--- src/rtl/imuldiv_div_arbiter.sv ---
// rtl/imuldiv_div_arbiter.sv - two-port val/rdy arbiter sharing one iterative divide unit
//
// Holds one operation at a time. It latches the winning request, issues it to the
// divider, captures the {remainder, quotient} result and returns it to the port
// that owns the operation.
//
// Optional feature macro: IMULDIV_DIV_ARBITER_RR_EN
//   defined   - round-robin arbitration between the two request ports
//   undefined - fixed priority, port 0 always wins over port 1
//
// Ports:
//   clk, reset                     clock, synchronous active-high reset
//   req{0,1}_msg_fn/_a/_b          request function and operands per port
//   req{0,1}_val / req{0,1}_rdy    request handshake per port
//   resp{0,1}_msg_result           result {rem, quot}, qualified by resp{0,1}_val
//   resp{0,1}_val / resp{0,1}_rdy  response handshake per port
//   divreq_msg_fn/_a/_b            latched operation presented to the divider
//   divreq_val / divreq_rdy        divider request handshake
//   divresp_msg_result             divider result
//   divresp_val / divresp_rdy      divider response handshake
module imuldiv_div_arbiter #(
    parameter int DATA_W = 32
) (
    input  logic                clk,
    input  logic                reset,

    input  logic                req0_msg_fn,
    input  logic [DATA_W-1:0]   req0_msg_a,
    input  logic [DATA_W-1:0]   req0_msg_b,
    input  logic                req0_val,
    output logic                req0_rdy,
    output logic [2*DATA_W-1:0] resp0_msg_result,
    output logic                resp0_val,
    input  logic                resp0_rdy,

    input  logic                req1_msg_fn,
    input  logic [DATA_W-1:0]   req1_msg_a,
    input  logic [DATA_W-1:0]   req1_msg_b,
    input  logic                req1_val,
    output logic                req1_rdy,
    output logic [2*DATA_W-1:0] resp1_msg_result,
    output logic                resp1_val,
    input  logic                resp1_rdy,

    output logic                divreq_msg_fn,
    output logic [DATA_W-1:0]   divreq_msg_a,
    output logic [DATA_W-1:0]   divreq_msg_b,
    output logic                divreq_val,
    input  logic                divreq_rdy,
    input  logic [2*DATA_W-1:0] divresp_msg_result,
    input  logic                divresp_val,
    output logic                divresp_rdy
);

    typedef enum logic [1:0] {
        IDLE  = 2'd0,
        ISSUE = 2'd1,
        WAIT  = 2'd2,
        RESP  = 2'd3
    } state_e;

    state_e              state_q, state_d;
    logic                owner_q, owner_d;
    logic                ptr_q,   ptr_d;
    logic                fn_q,    fn_d;
    logic [DATA_W-1:0]   a_q,     a_d;
    logic [DATA_W-1:0]   b_q,     b_d;
    logic [2*DATA_W-1:0] result_q, result_d;

    logic any_val;
    logic grant;

    // grant = 0 selects port 0, grant = 1 selects port 1
    always_comb begin
        any_val = req0_val | req1_val;
`ifdef IMULDIV_DIV_ARBITER_RR_EN
        // ptr_q records the last owner served, so the other port wins a tie
        if (req0_val && req1_val) begin
            grant = ~ptr_q;
        end else begin
            grant = req1_val;
        end
`else
        grant = ~req0_val & req1_val;
`endif
    end

    always_ff @(posedge clk) begin
        if (reset) begin
            state_q  <= IDLE;
            owner_q  <= 1'b0;
            ptr_q    <= 1'b1;
            fn_q     <= 1'b0;
            a_q      <= '0;
            b_q      <= '0;
            result_q <= '0;
        end else begin
            state_q  <= state_d;
            owner_q  <= owner_d;
            ptr_q    <= ptr_d;
            fn_q     <= fn_d;
            a_q      <= a_d;
            b_q      <= b_d;
            result_q <= result_d;
        end
    end

    always_comb begin
        state_d  = state_q;
        owner_d  = owner_q;
        ptr_d    = ptr_q;
        fn_d     = fn_q;
        a_d      = a_q;
        b_d      = b_q;
        result_d = result_q;
        case (state_q)
            IDLE: begin
                if (any_val) begin
                    owner_d = grant;
                    fn_d    = grant ? req1_msg_fn : req0_msg_fn;
                    a_d     = grant ? req1_msg_a  : req0_msg_a;
                    b_d     = grant ? req1_msg_b  : req0_msg_b;
                    state_d = ISSUE;
                end
            end
            ISSUE: begin
                if (divreq_rdy) begin
                    state_d = WAIT;
                end
            end
            WAIT: begin
                if (divresp_val) begin
                    result_d = divresp_msg_result;
                    state_d  = RESP;
                end
            end
            RESP: begin
                if (owner_q ? resp1_rdy : resp0_rdy) begin
                    ptr_d   = owner_q;
                    state_d = IDLE;
                end
            end
            default: state_d = IDLE;
        endcase
    end

    always_comb begin
        req0_rdy    = 1'b0;
        req1_rdy    = 1'b0;
        resp0_val   = 1'b0;
        resp1_val   = 1'b0;
        divreq_val  = 1'b0;
        divresp_rdy = 1'b0;
        case (state_q)
            IDLE: begin
                req0_rdy = req0_val & ~grant;
                req1_rdy = req1_val &  grant;
            end
            ISSUE: divreq_val  = 1'b1;
            WAIT:  divresp_rdy = 1'b1;
            RESP: begin
                resp0_val = ~owner_q;
                resp1_val =  owner_q;
            end
            default: ;
        endcase
    end

    // Message buses come straight from registers, so they stay stable under stalls
    assign divreq_msg_fn    = fn_q;
    assign divreq_msg_a     = a_q;
    assign divreq_msg_b     = b_q;
    assign resp0_msg_result = result_q;
    assign resp1_msg_result = result_q;

endmodule

--- config.mk ---
export PLATFORM = sky130hd
export DESIGN_NAME = imuldiv_div_arbiter
export DESIGN_NICKNAME = d
export VERILOG_FILES = /design/src/rtl/imuldiv_div_arbiter.sv
export SDC_FILE = /design/constraint.sdc
export NUM_CORES = 1
export LEC_CHECK = 0
export BUFFER_PORTS_ARGS = -buffer_cell sky130_fd_sc_hd__buf_4
export CELL_PAD_IN_SITES_DETAIL_PLACEMENT = 1
export CELL_PAD_IN_SITES_GLOBAL_PLACEMENT = 2
export CORE_MARGIN = 1.5
export CORE_UTILIZATION = 22
export DETAILED_ROUTE_END_ITERATION = 8
export GPL_TIMING_DRIVEN = 0
export PLACE_DENSITY_LB_ADDON = 0.3
export SLEW_MARGIN = 20
export SYNTH_ARGS = -nofsm -noshare
export SYNTH_HDL_FRONTEND = slang
export SYNTH_SLANG_ARGS = --single-unit
--- constraint.sdc ---
create_clock -name clk -period 2.4 [get_ports clk]
set_clock_uncertainty 0.2 [all_clocks]
set_input_delay 0.12 -clock clk [delete_from_list [all_inputs] [get_ports clk]]
set_output_delay 0.12 -clock clk [all_outputs]
set_load 0.01 [all_outputs]
### Word level (Yosys, flattened, before mapping)

Index checks and enable logic that the tools add are counted.

* word-level logic and storage cells: 39
* register bits after elaboration: 132
* output and inout port bits: 199
* input bits: 202

* multiplexer cells: 15
* equal/unequal tests: 7
* bitwise operators: 7
* reductions and logical operators: 4

Operators by type and width (count)
* 32-bit 2-to-1 mux: 2
* 1-bit 2-to-1 mux: 8
* 2-bit 2-to-1 mux: 4
* 2-bit != test (second input constant): 4
* 2-bit case mux with 4 select lines: 1
* 2-bit == test (second input constant): 2
* 2-bit AND reduction: 2
* 4-bit AND reduction: 1
* 1-bit AND: 3
* 1-bit inverter: 3
* 2-bit by 1-bit == test with 1-bit output (second input constant): 1
* 2-bit logical NOT: 1
* 1-bit bitwise OR: 1

### Longest topological paths before layout

* word-level depth: 5
* mapped depth: 7
* gate-level depth less buffers: 5

### Worst setup path after synthesis

Ideal clock, no wire load.

* path kind: register -> register
* start: reg state_q[0]
* end: reg state_q[0]
* setup time: 0.072 ns
* data required time: 2.128 ns
* arrival time: 1.470 ns
* path slack: 0.659 ns
* stages on the path, launching flop included: 6
* period minus slack after synthesis: 1.741 ns
* buffers on the path: 0
* cell sequence: dfxtp_1 inv_1 ha_1 nor2b_1 a2111oi_2 mux2i_1

* word-level cells in the longest chain between the ends: 3
* elaborated cells on any way between the ends: 10
* classes of those cells: eq/ne (7); mux (1); reduce/logical (2)

Ends and longest elaborated chain
* from (decl): RTL line 62 `state_e state_q, state_d;`
* from (signal assigned): RTL line 98 `state_q <= state_d;`
* 2-bit == test (tied with other cells): RTL line 116 `case (state_q)`
* 2-bit != test (no source line)
* 4-bit AND reduction (no source line)

Parallel ways exist; a longest one is shown, timed or not.
A chain may end at the register's enable or synchronous reset.

### Worst setup path in the final report

* start: in req1_val
* end: reg b_q[2], in the netlist divreq_msg_b[2]

* word-level cells in the longest chain between the ends: 2
* elaborated cells on any way between the ends: 4
* classes of those cells: mux (1); bitwise (2); reduce/logical (1)

Ends and longest elaborated chain
* from (decl): RTL line 39 `input logic req1_val,`
* 1-bit AND or 1-bit bitwise OR (tied branches): RTL line 84, 75
* 32-bit 2-to-1 mux or 2-bit AND reduction (tied branches)
* to (signal assigned): RTL line 95 `b_q <= '0;`
* to (signal assigned): RTL line 103 `b_q <= b_d;`
* to (decl): RTL line 67 `logic [DATA_W-1:0] b_q, b_d;`

Parallel ways exist; a longest one is shown, timed or not.

==> flow_summary.yaml <==
timing:
  slew_headroom_pct: 52.44
  fin_tns_setup_ps: 0
  setup_violations: 0
  rsz0062_at_grt: "false"
  finalHoldViolations: 0
  post-route-period-util_pct: 91.54
  fin_crit_ps: 2197
  final-max-slew-violation-count: 0
  worst_pin_slew_ps: 713.5
  max_freq_mhz: 455.2
  setup_slack_ps: 203.0
grt:
  grt_pass1_vias: 7354
  grt_pass1_wl_um: 39210
  overflow: 0
  grt_max_degree: 17
  antenna_found_initial: 0
  track_usage_pct: 18.70
critical_path:
  crit_slowest_cell: "dlygate4sd3_1"
  criticalPathCategory: "in -> reg"
  cpPeakStageDelay_ps: 570
  cp-end-kind: "flip-flop"
  cp_top_family: "buffers and inverters"
  path_cells: "dlygate4sd3_1 -> buf_4 -> nand2b_1 -> buf_4 -> buf_12 -> buf_12 -> mux2i_1 -> dlygate4sd3_1 -> a211oi_1"
  critPathArrivalTime_ps: 2300
  required_ps: 2500
  critPathBufInv: 6
  cp-start-kind: "input port"
  critPathMaxFanout: 10
route:
  detail_route.vias_per_cell: 4.252
  routed_wl_um: 26050
  drt-initial-drc-count: 189
  drc: 0
  first_pass_iters: 4
  via_count: 6889
  routedWlPerCell_um: 16.08
  drtAntennaViolNets: 0
final_layout:
  antenna_cells: 0
  final_core_util_pct: 45.42
  syn_to_final_growth_pct: 103.2
  final_cells: 1620
  nFillCells: 3037
  final_cell_mix: "buf_4, dlygate4sd3_1, dfxtp_1, nand2_1, mux2i_1"
  nets: 1478
  drive_above_1_share_pct: 39.77
  mostFrequentLayoutCell: "buf_4"
clock_tree:
  cts_setup_buffers: 0
  cts_buffers: 17
  clock_tree.buffer_depth: 2
  root_buffer: "clkbuf_16"
  cts_sinks: 132
  cts_tree: "done"
  clk_pin_slew_ps: 60
  htreeDepth: 4
  clk_latency_ps: 410
run:
  timing.max_cap.violations: 0
placed_design:
  preCtsSetupSlack_ps: 156.0
  hpwl_um: 19230
  placement.io_buffers: 399
  dp.cells: 1395
  gp_congestion: 0.7463
floorplanning:
  die_area_um2: 27380
  placementRows: 59
  pin_count: 401
  start_util_pct: 22.35
  die_h_um: 165.5
  die_x_um: 165.5
  core_um2: 25980
synth:
  yosys-top-cells-area: "dfxtp_1, mux2i_1, buf_4, a211oi_1, nand2_1"
  synth_area_per_cell_um2: 8.785
  synth_fp_nets: 867
  yosys.area.top_type: "dfxtp_1"
  synth_seq_area_share_pct: 45.51
  syn_inst: 661
  synth-seq-cells: 132
  synth_cell_types: 21
  synth_area_um2: 5807
  synth_top_area_share_pct: 45.51
  ys.warnings.count: 0
power:
  power.leakage_nw: 5.690
  p_per_area_nw_per_um2: 798.9
  irDropWorstVdd_mv: 0.4227
worst_hold_path:
  hp-class: "in -> reg"
run_status:
  status: "finished, final reports clean"
-- logic make-up (layout without fill, tap and decap cells) --
kind of cell | after synthesis | in the layout | share of synthesized area (%)
AND/OR/NAND/NOR | 207 | 207 | 13.90
adder cells (fa/ha/maj) | 4 | 4 | 0.8619
buffers and inverters | 117 | 741 | 13.49
flip-flops | 132 | 132 | 45.51
AO/OA/AOI/OAI | 133 | 133 | 14.52
multiplexers | 68 | 68 | 11.72
-- routing by layer --
metal,routed length (µm),GRT usage [%],share of wire (%),vias up
met5,0,0,0,-
met4,359,5.235,1.4,0
met3,2111,5.420,8.1,23
met2,13640,34.94,52,260
met1,9942,20.29,38,3212
li1,-,-,-,3394
-- layout make-up --
type,instances,area [µm²],share of cell area [%]
clock inverter,12,201.4,1.707
multi-input combinational,412,2381,20.18
buffer,114,772.0,6.542
tap,335,419.2,3.552
timing repair buffer,592,4927,41.75
inverter,3,11.26,0.09542
clock buffer,20,446.7,3.785
sequential,132,2643,22.39
-- repair_timing --
| item | in CTS | in global routing |
|---|---|---|
| hold buffers | 193 | 0 |
| gates resized for setup | 0 | 0 |
| hold endpoints to repair | 130 | 0 |
-- sequential cells by signal, summed over array words and instances, names as in the netlist --
register / count
divreq_msg_b: 32
divreq_msg_a: 32
resp0_msg_result: 64
divreq_msg_fn: 1
state_q: 2
owner_q: 1
-- synthesized netlist by cell type --
cell type and count:
dfxtp_1 132, nand2_1 129, mux2i_1 68, buf_4 67, nor2_1 66, a211oi_1 65, a21oi_1 65, clkbuf_1 28
buf_2 9, buf_1 5, buf_12 5, ha_1 4, nand2b_1 4, and2_1 3, inv_1 3, nor2b_1 3
a2111oi_2 1, nor3_1 1, nor3b_1 1, o21a_1 1, o21bai_1 1
-- worst register-to-register path: stages, from the launching register on --
cell      delay (ps)
dfxtp_1          340
inv_1             90
ha_1             300
o21a_1           210
buf_2            250
buf_2            280
nor2_1            90
a211oi_1         290
-- metrics by stage --
stage	instance area [µm²]	power, mW	hold slack, ps
after global routing	11800	10.03	14.70
after detailed placement	9221	6.309	177.1
after global placement	9221	6.264	166.1
after CTS	11800	9.551	5.669
after floorplan	5807	4.546	55.99
final	11800	9.428	17.39
-- power breakdown --
group	internal, mW	total, mW	leakage (nW)	switching, mW
clock network	1.88	2.90	0.311	1.02
logic	1.80	3.48	4.30	1.68
registers	2.71	3.05	1.08	0.341
-- worst paths after layout --
path | to | start | cells past startpoint | slack [ps]
worst max register to register | divreq_msg_b[2] | state_q[0] | 7 | 220
worst max-delay path | divreq_msg_b[2] | req1_val | 9 | 200
worst min register to register | resp0_msg_result[61] | resp0_msg_result[61] | 2 | 270
worst min-delay path | divreq_msg_a[3] | req1_msg_a[3] | 3 | 20
(Power assumes the default switching activity.)
